--- config.mk ---
export PLATFORM = sky130hd
export DESIGN_NAME = onchip_mem_tester
export DESIGN_NICKNAME = d
export VERILOG_FILES = /design/src/rtl/onchip_mem_tester_pkg.sv /design/src/rtl/onchip_mem_tester_chk.sv /design/src/rtl/onchip_mem_tester.sv
export SDC_FILE = /design/constraint.sdc
export NUM_CORES = 1
export LEC_CHECK = 0
export ABC_AREA = 1
export BUFFER_PORTS_ARGS = -buffer_cell sky130_fd_sc_hd__buf_2
export CORE_MARGIN = 2
export CORE_UTILIZATION = 30
export DETAILED_ROUTE_END_ITERATION = 8
export PLACE_DENSITY = 0.59
export SKIP_LAST_GASP = 1
export SLEW_MARGIN = 5
export SYNTH_ARGS = -nofsm -noshare
export SYNTH_HDL_FRONTEND = slang
export SYNTH_SLANG_ARGS = --single-unit
--- constraint.sdc ---
create_clock -name clk -period 3.52 [get_ports clk]
set_input_delay 0.176 -clock clk [delete_from_list [all_inputs] [get_ports clk]]
set_output_delay 0.176 -clock clk [all_outputs]
set_load 0.005 [all_outputs]
--- src/rtl/onchip_mem_tester_pkg.sv ---
// Shared types and helpers for the on-chip memory tester: FSM states,
// the test pattern and the saturation limit of the error counter.
package onchip_mem_tester_pkg;

  typedef enum logic [2:0] {
    S_IDLE,
    S_WR,
    S_RD,
    S_DRAIN,
    S_DONE
  } state_e;

  localparam logic [15:0] ERR_MAX = 16'hFFFF;

  // Word i of a run holds seed + i; the adder wraps modulo 2^32.
  function automatic logic [31:0] pattern_word(input logic [31:0] seed,
                                               input logic [31:0] idx);
    return seed + idx;
  endfunction

endpackage

--- src/rtl/onchip_mem_tester_chk.sv ---
// Read-back checker: walks the expected pattern in step with the in-order
// read responses and records the mismatch count and first failing address.
module onchip_mem_tester_chk
  import onchip_mem_tester_pkg::*;
#(
  parameter int ADDR_W = 13,
  parameter int CNT_W  = 12
) (
  input  logic                clk,
  input  logic                reset_n,
  input  logic                clear,
  input  logic [31:0]         seed,
  input  logic [ADDR_W-3:0]   base,
  input  logic                rsp_valid,
  input  logic [31:0]         rsp_data,
  output logic [15:0]         err_count,
  output logic [ADDR_W-1:0]   first_fail_addr
);

  localparam int WORD_W = ADDR_W - 2;

  logic [CNT_W-1:0]  rx_q, rx_d;
  logic [15:0]       err_q, err_d;
  logic [ADDR_W-1:0] ffa_q, ffa_d;
  logic [31:0]       exp_word;
  logic [WORD_W-1:0] rx_word;

  // NOTE: every variable gets a default at the top of always_comb so that no
  // path leaves it unassigned, which would otherwise infer a latch.
  always_comb begin
    rx_d     = rx_q;
    err_d    = err_q;
    ffa_d    = ffa_q;
    exp_word = pattern_word(seed, 32'(rx_q));
    rx_word  = base + rx_q[WORD_W-1:0];
    if (clear) begin
      rx_d  = '0;
      err_d = '0;
      ffa_d = '0;
    end else if (rsp_valid) begin
      rx_d = rx_q + CNT_W'(1);
      if (rsp_data != exp_word) begin
        if (err_q != ERR_MAX) err_d = err_q + 16'd1;
        // A zero count means no mismatch yet this run, so this one is the first.
        if (err_q == '0) ffa_d = {rx_word, 2'b00};
      end
    end
  end

  // NOTE: sequential state uses non-blocking assignments so every flop samples
  // the pre-edge values regardless of process evaluation order.
  always_ff @(posedge clk or negedge reset_n) begin
    if (!reset_n) begin
      rx_q  <= '0;
      err_q <= '0;
      ffa_q <= '0;
    end else begin
      rx_q  <= rx_d;
      err_q <= err_d;
      ffa_q <= ffa_d;
    end
  end

  assign err_count       = err_q;
  assign first_fail_addr = ffa_q;

endmodule

--- src/rtl/onchip_mem_tester.sv ---
// Avalon-MM memory self-test master: writes seed+i over a word range, reads it
// back with up to MAX_PEND outstanding reads and counts mismatches.
module onchip_mem_tester
  import onchip_mem_tester_pkg::*;
#(
  parameter int ADDR_W   = 13,
  parameter int CNT_W    = 12,
  parameter int MAX_PEND = 4
) (
  input  logic              clk,
  input  logic              reset_n,
  input  logic              start,
  input  logic [ADDR_W-3:0] base,
  input  logic [CNT_W-1:0]  count,
  input  logic [31:0]       seed,
  output logic              busy,
  output logic              done,
  output logic [15:0]       err_count,
  output logic [ADDR_W-1:0] first_fail_addr,
  output logic [ADDR_W-1:0] avm_address,
  output logic [3:0]        avm_byteenable,
  output logic              avm_read,
  output logic              avm_write,
  output logic [31:0]       avm_writedata,
  input  logic              avm_waitrequest,
  input  logic [31:0]       avm_readdata,
  input  logic              avm_readdatavalid
);

  localparam int WORD_W = ADDR_W - 2;
  localparam int PEND_W = $clog2(MAX_PEND + 1);

  state_e            state_q, state_d;
  logic [CNT_W-1:0]  idx_q, idx_d;
  logic [CNT_W-1:0]  cnt_q, cnt_d;
  logic [WORD_W-1:0] base_q, base_d;
  logic [31:0]       seed_q, seed_d;
  logic [PEND_W-1:0] pend_q, pend_d;

  logic              wr_acc, rd_acc, rsp_valid, last_idx, start_acc;
  logic [WORD_W-1:0] issue_word;

  // Bus outputs decode from state and the issue index only; both freeze while
  // stalled, which keeps address/data/command stable under waitrequest.
  always_comb begin
    issue_word     = base_q + idx_q[WORD_W-1:0];
    avm_write      = (state_q == S_WR);
    avm_read       = (state_q == S_RD) && (pend_q < PEND_W'(MAX_PEND));
    avm_address    = (avm_write || avm_read) ? {issue_word, 2'b00} : '0;
    avm_byteenable = (avm_write || avm_read) ? 4'hF : 4'h0;
    avm_writedata  = avm_write ? pattern_word(seed_q, 32'(idx_q)) : '0;
  end

  assign busy      = (state_q == S_WR) || (state_q == S_RD) || (state_q == S_DRAIN);
  assign done      = (state_q == S_DONE);
  assign wr_acc    = avm_write && !avm_waitrequest;
  assign rd_acc    = avm_read && !avm_waitrequest;
  assign rsp_valid = avm_readdatavalid && (pend_q != '0);
  assign last_idx  = (idx_q == cnt_q - CNT_W'(1));
  assign start_acc = start && (state_q == S_IDLE);

  always_comb begin
    state_d = state_q;
    idx_d   = idx_q;
    cnt_d   = cnt_q;
    base_d  = base_q;
    seed_d  = seed_q;
    case ({rd_acc, rsp_valid})
      2'b10:   pend_d = pend_q + PEND_W'(1);
      2'b01:   pend_d = pend_q - PEND_W'(1);
      default: pend_d = pend_q;
    endcase

    case (state_q)
      S_IDLE: begin
        if (start) begin
          cnt_d   = count;
          base_d  = base;
          seed_d  = seed;
          idx_d   = '0;
          state_d = (count != '0) ? S_WR : S_DONE;
        end
      end
      S_WR: begin
        if (wr_acc) begin
          if (last_idx) begin
            idx_d   = '0;
            state_d = S_RD;
          end else begin
            idx_d = idx_q + CNT_W'(1);
          end
        end
      end
      S_RD: begin
        if (rd_acc) begin
          idx_d = idx_q + CNT_W'(1);
          if (last_idx) state_d = S_DRAIN;
        end
      end
      // Looking at the next pending value lets done follow the last response directly.
      S_DRAIN: if (pend_d == '0) state_d = S_DONE;
      S_DONE:  state_d = S_IDLE;
      default: state_d = S_IDLE;
    endcase
  end

  always_ff @(posedge clk or negedge reset_n) begin
    if (!reset_n) begin
      state_q <= S_IDLE;
      idx_q   <= '0;
      cnt_q   <= '0;
      base_q  <= '0;
      seed_q  <= '0;
      pend_q  <= '0;
    end else begin
      state_q <= state_d;
      idx_q   <= idx_d;
      cnt_q   <= cnt_d;
      base_q  <= base_d;
      seed_q  <= seed_d;
      pend_q  <= pend_d;
    end
  end

  onchip_mem_tester_chk #(
    .ADDR_W (ADDR_W),
    .CNT_W  (CNT_W)
  ) u_chk (
    .clk             (clk),
    .reset_n         (reset_n),
    .clear           (start_acc),
    .seed            (seed_q),
    .base            (base_q),
    .rsp_valid       (rsp_valid),
    .rsp_data        (avm_readdata),
    .err_count       (err_count),
    .first_fail_addr (first_fail_addr)
  );

endmodule

Word-level counts from Yosys, hierarchy flattened
Cells that the tools add are included.

Bits in registers: 114. Input port bits: 92. Output and inout port bits: 82. Word-level logic and storage cells: 86.

Add/sub/neg operators: 10. $lt $le $gt $ge: 1. Equal/unequal tests: 15. Mux-type cells: 27. Reductions and logical operators: 24.

Operators by type and width (number): 12-bit 2-to-1 mux (6); 13-bit 2-to-1 mux (5); 32-bit by 12-bit adder with 32-bit output (2); 16-bit 2-to-1 mux (4); 12-bit case mux with 3 select lines (1); 32-bit 2-to-1 mux (1); 32-bit inequality test (1); 12-bit by 1-bit adder with 12-bit output (second input constant) (2); 11-bit adder (2); 3-bit 2-to-1 mux (7); 16-bit by 1-bit adder with 16-bit output (second input constant) (1); 16-bit zero test (1); 16-bit inequality test (second input constant) (1); 12-bit equality test (1); 3-bit case mux with 4 select lines (1); 12-bit nonzero test (1); 12-bit by 1-bit subtractor with 12-bit output (second input constant) (1); 2-bit nonzero test (4); 3-bit by 2-bit equality test with 1-bit output (second input constant) (2); 3-bit zero test (2); 2-bit by 1-bit inequality test with 1-bit output (second input constant) (3); 2-bit inequality test (second input constant) (3); 3-bit case mux with 2 select lines (1); 3-bit AND reduction (2); 15 further kinds (22).

Depth between registers and ports, before layout
Word-level depth: 8. Mapped depth: 22. Depth with buffers taken out: 20.

Hierarchy
From an unflattened synthesis, not the netlist that was laid out.

Cells, all modules: 1548. Area, all modules: 9950.8 µm².

Modules (own cells, without submodules): onchip_mem_tester (instances 1, cells an instance 778, area each 5396.4 µm², sequential area each 1826.8 µm²); onchip_mem_tester_chk (instances 1, cells an instance 770, area each 4554.4 µm², sequential area each 975.9 µm²).

Worst setup path before layout
OpenSTA, ideal clock, no wires.

Path kind: register to register. From: reg u_chk.rx_q[0]. To: reg u_chk.ffa_q[12] (netlist: u_chk.first_fail_addr[12]). Setup time: 0.118 ns. Arrival time: 2.456 ns. Data required time: 3.402 ns. Slack: 0.946 ns. Stages on the path, launching flop included: 19. Buffers on the path: 2. Period minus slack after synthesis: 2.574 ns. Path through: dfrtp_1 > ha_1 > fa_1 > nand3_1 > nand3_1 > nand3_1 > nand3_1 > nand2_1 > nand2_1 > nor2_1 > nand2_1 > inv_1 > nand3_1 > nor2_1 > nand3_1 > buf_6 > buf_6 > nand3_1 > nand2_1.

Longest elaborated chain between the ends: 5. Elaborated cells on any way between the ends: 9. Classes of those cells: add/sub: 2; eq/ne: 1; mux: 4; reduce/logical: 2.

Ends and longest elaborated chain: start, declared (RTL line onchip_mem_tester_chk.sv:22) `logic [CNT_W-1:0] rx_q, rx_d;`; start signal, assigned (RTL line onchip_mem_tester_chk.sv:58) `rx_q <= rx_d;`; parallel branches: the longest is 5 deep, another holds 32-bit by 12-bit adder with 32-bit output; end signal, assigned (RTL line onchip_mem_tester_chk.sv:56) `ffa_q <= '0;`; end signal, assigned (RTL line onchip_mem_tester_chk.sv:60) `ffa_q <= ffa_d;`; end, declared (RTL line onchip_mem_tester_chk.sv:24) `logic [ADDR_W-1:0] ffa_q, ffa_d;`.

Parallel ways; which one is timed is not known. The select of a mux whose other input is x is not followed. A chain may end at the register's enable or synchronous reset.

Worst setup path after layout
From: reg idx_q[1]. To: out avm_writedata[29].

Longest elaborated chain between the ends: 2.

Ends and longest elaborated chain: start, declared (RTL line onchip_mem_tester.sv:34) `logic [CNT_W-1:0] idx_q, idx_d;`; start signal, assigned (RTL line onchip_mem_tester.sv:117) `idx_q <= idx_d;`; 32-bit by 12-bit adder with 32-bit output (RTL line onchip_mem_tester_pkg.sv:18) `return seed + idx;`; 32-bit 2-to-1 mux (RTL line onchip_mem_tester.sv:51) `avm_writedata = avm_write ? pattern_word(seed_q, 32'(idx_q)) : '0;`; end, declared (RTL line onchip_mem_tester.sv:24) `output logic [31:0] avm_writedata,`.

No other way between the ends.

==> qor.txt <==
minimum setup slack among reg-to-reg paths - 0.35 ns
crit path launch type - flop
Final Hold Fails - 0
layout cells sized above 1 - 0.1380
number of setup violations in the final report - 0
clock skew - 0.01793 ns
initial antenna violation count - 1
# fillers - 3353
post-synthesis cell count - 1422
Ports - 174
TritonCTS clock tree - yes
Clock Path Buffers - 2
root buf cell - clkbuf_16
min cycle time layout - 3.221 ns
FFs w/ async S/R, synth - 1.000
Pleak - 0.006086 uW
met1 Track Usage GR - 0.2677
largest net degree at the start of global routing - 57
maxcap violations - 0
Num CTS Buffers - 9
number of global-route vias before repair - 9277
PwrDens - 702.0 nW/um2
Iter 0 DRT Violations - 690
fin crit share - 0.9151
count leader, synth - nand2_1
drt via density - 4.818
Synth Area in XOR/XNOR - 0.07659
outcome - complete, no violations
Floorplan Core Area - 30670 um2
Synth Area per Inst - 6.594 um2
accumulated negative setup slack - 0 ns
Overflow after GRT - 0
Slew Viols, Final - 0
Final GP Congestion - 0.9324
total number of vias - 9593
dpl hpwl - 24.82 mm
crit end category - output pin
Row Count - 64
GR Util met2 - 0.3136
pre-CTS setup slack - 0.3297 ns
sequential fraction of the synthesis area - 0.2989
fin nets - 1736
Routed WL - 31.08 mm
Crit. Startpoint - idx_q[1]
DRT antenna net count - 0
DIE AREA - 32690 um2
remaining routing DRC violations - 0
Synth Flop Type - dfrtp_1
First-pass DRT Iterations - 7
per-cell routed wire length - 15.61 um
Area growth syn-to-layout - 17.87%
Die Width - 180.8 um
leading area contributor after synthesis - dfrtp_1
Min-Delay Path Class - in -> reg
total number of clock tree sinks - 112
worst r2r src - seed_q[0]
Reg clk slew, reported paths - 0.10 ns
htree depth - 3
die height - 180.8 um
Syn Std Cell Area - 9376 um2
FMAX - 310.5 MHz
gr usage total - 0.1911
worst hold margin - 0.01107 ns
#FFs+latches synth - 112
global-route wire length before repair - 50.32 mm
Worst Hold Launch - count[11]
multiplexer area fraction after synthesis - 0
peak supply drop - 0.0003275 V
Clock Latency Late Sink - 0.37 ns
final worst slack - 0.2990 ns
top cell type's share of synthesized area - 0.2989
Post-Synth Simple-Gate Area - 0.3492
post-synthesis cell type count - 43
adder-cell share of the synthesized area - 0.07740
multi-input combinational cell area - 5710 um2
IO Port Bufs - 169
GRT met3 Usage - 0.02681
Post-synth EDFFs - 0
Starting Density - 0.3057
largest family of logic cells by synthesized area - simple AND/OR/NAND/NOR gates
Tightest Pin Transition - 0.7656 ns
Worst EP required - 3.34 ns
unrepaired setup endpoints after global routing - no
Synth top cells by count - nand2_1, inv_1, nor2_1, dfrtp_1, nand3_1
complex-gate fraction of the synthesized area - 0.1027
relative slew slack - 0.4896
crit path kind - reg -> out
Worst EP arrival - 3.05 ns
Finished Cell Area - 11050 um2
CP max FO - 8
DP Area - 10630 um2
Sequential cell area - 2803 um2
Yosys Warn Count - 0
Synth area leaders - dfrtp_1, nand2_1, inv_1
Top Usage Layer GRT - met2
-- cell families (layout without fill, tap and decap cells) --
family | count (synthesis) | count (layout)
other cells | 1 | 5
flops | 112 | 112
simple gates | 775 | 775
xor+xnor | 82 | 82
compound gates | 178 | 178
fa+ha+maj | 55 | 55
buf+inv | 219 | 388
-- cells in the final DEF, fill, tap and decap left out, types with 3 or more instances in the layout --
cell	instances
nand3b_1	10
nor2_2	3
a211oi_1	4
nor2_1	132
nand2_2	6
inv_8	4
conb_1	4
clkbuf_16	9
o21a_1	3
buf_4	9
and3_1	4
nand4_1	14
xor2_1	60
fa_1	5
xnor2_1	22
or2_2	5
nand2_1	447
o21bai_1	6
nor3b_1	4
o2111ai_1	4
inv_1	182
nor3_2	3
o21ai_0	70
dfrtp_1	112
nor3_1	32
buf_2	168
ha_1	50
dlygate4sd3_1	9
nand3_1	100
nor4_1	8
a21oi_1	78
-- what timing repair did --
| action | in CTS | in global routing |
|---|---|---|
| gates resized for setup | 0 | 4 |
| setup endpoints to repair | 0 | 21 |
| hold buffers | 9 | 0 |
| endpoints found under the hold margin | 58 | 0 |
| buffers inserted | 0 | 0 |
-- flip-flops by register name (all words and copies together), names as in the netlist --
signal / flops
seed_q: 32
u_chk.err_count: 16
cnt_q: 12
idx_q: 12
u_chk.rx_q: 12
base_q: 11
u_chk.first_fail_addr: 11
pend_q: 3
state_q: 3
-- worst paths after layout --
path,endpoint,depth (start not counted)
max,avm_writedata[29],13
min,cnt_q[11],3
max reg2reg,u_chk.err_count[11],18
min reg2reg,u_chk.first_fail_addr[4],2
max in group asynchronous,base_q[7],3
min in group asynchronous,seed_q[14],2
-- worst max-delay path, stage by stage (launching register included) --
cell,delay (ns)
dfrtp_1,0.53
ha_1,0.35
nand3_1,0.08
a21oi_1,0.18
nor2_1,0.11
o21ai_1,0.25
a21oi_1,0.17
o21ai_2,0.25
nand2_1,0.20
nor2_2,0.22
nand2_1,0.07
nand2_1,0.06
nor2_1,0.05
buf_2,0.13
-- metal layers --
metal,wire length [um],vias up
met3,1876,25
met1,14550,4403
met4,379,0
li1,-,4875
met5,0,-
met2,14280,290
-- area by class of cell --
class	count	share of cell area
flip-flops and latches	112	0.2536
well taps	396	0.04483
multi-input cells	1094	0.5167
clock inverters	7	0.007812
clock buffers	9	0.02038
diodes	1	0.0002264
inverters	184	0.06249
repair buffers	188	0.09397
-- through the flow --
stage	total power, uW	utilization	cells
after global placement	6594	0.3467	1965
final	7758	0.3604	1991
after CTS	7818	0.3598	1990
after floorplan	5166	-	1425
after global routing	8551	0.3604	1991
after detailed placement	6647	0.3467	1965
-- power breakdown --
group          leakage, uW  internal, uW  total [uW]  switching (uW)
clock network     0.000153           519        1120             603
registers          0.00144          1730        2360             625
logic              0.00449          1600        4280            2680
Power figures use the tool's default switching activity.
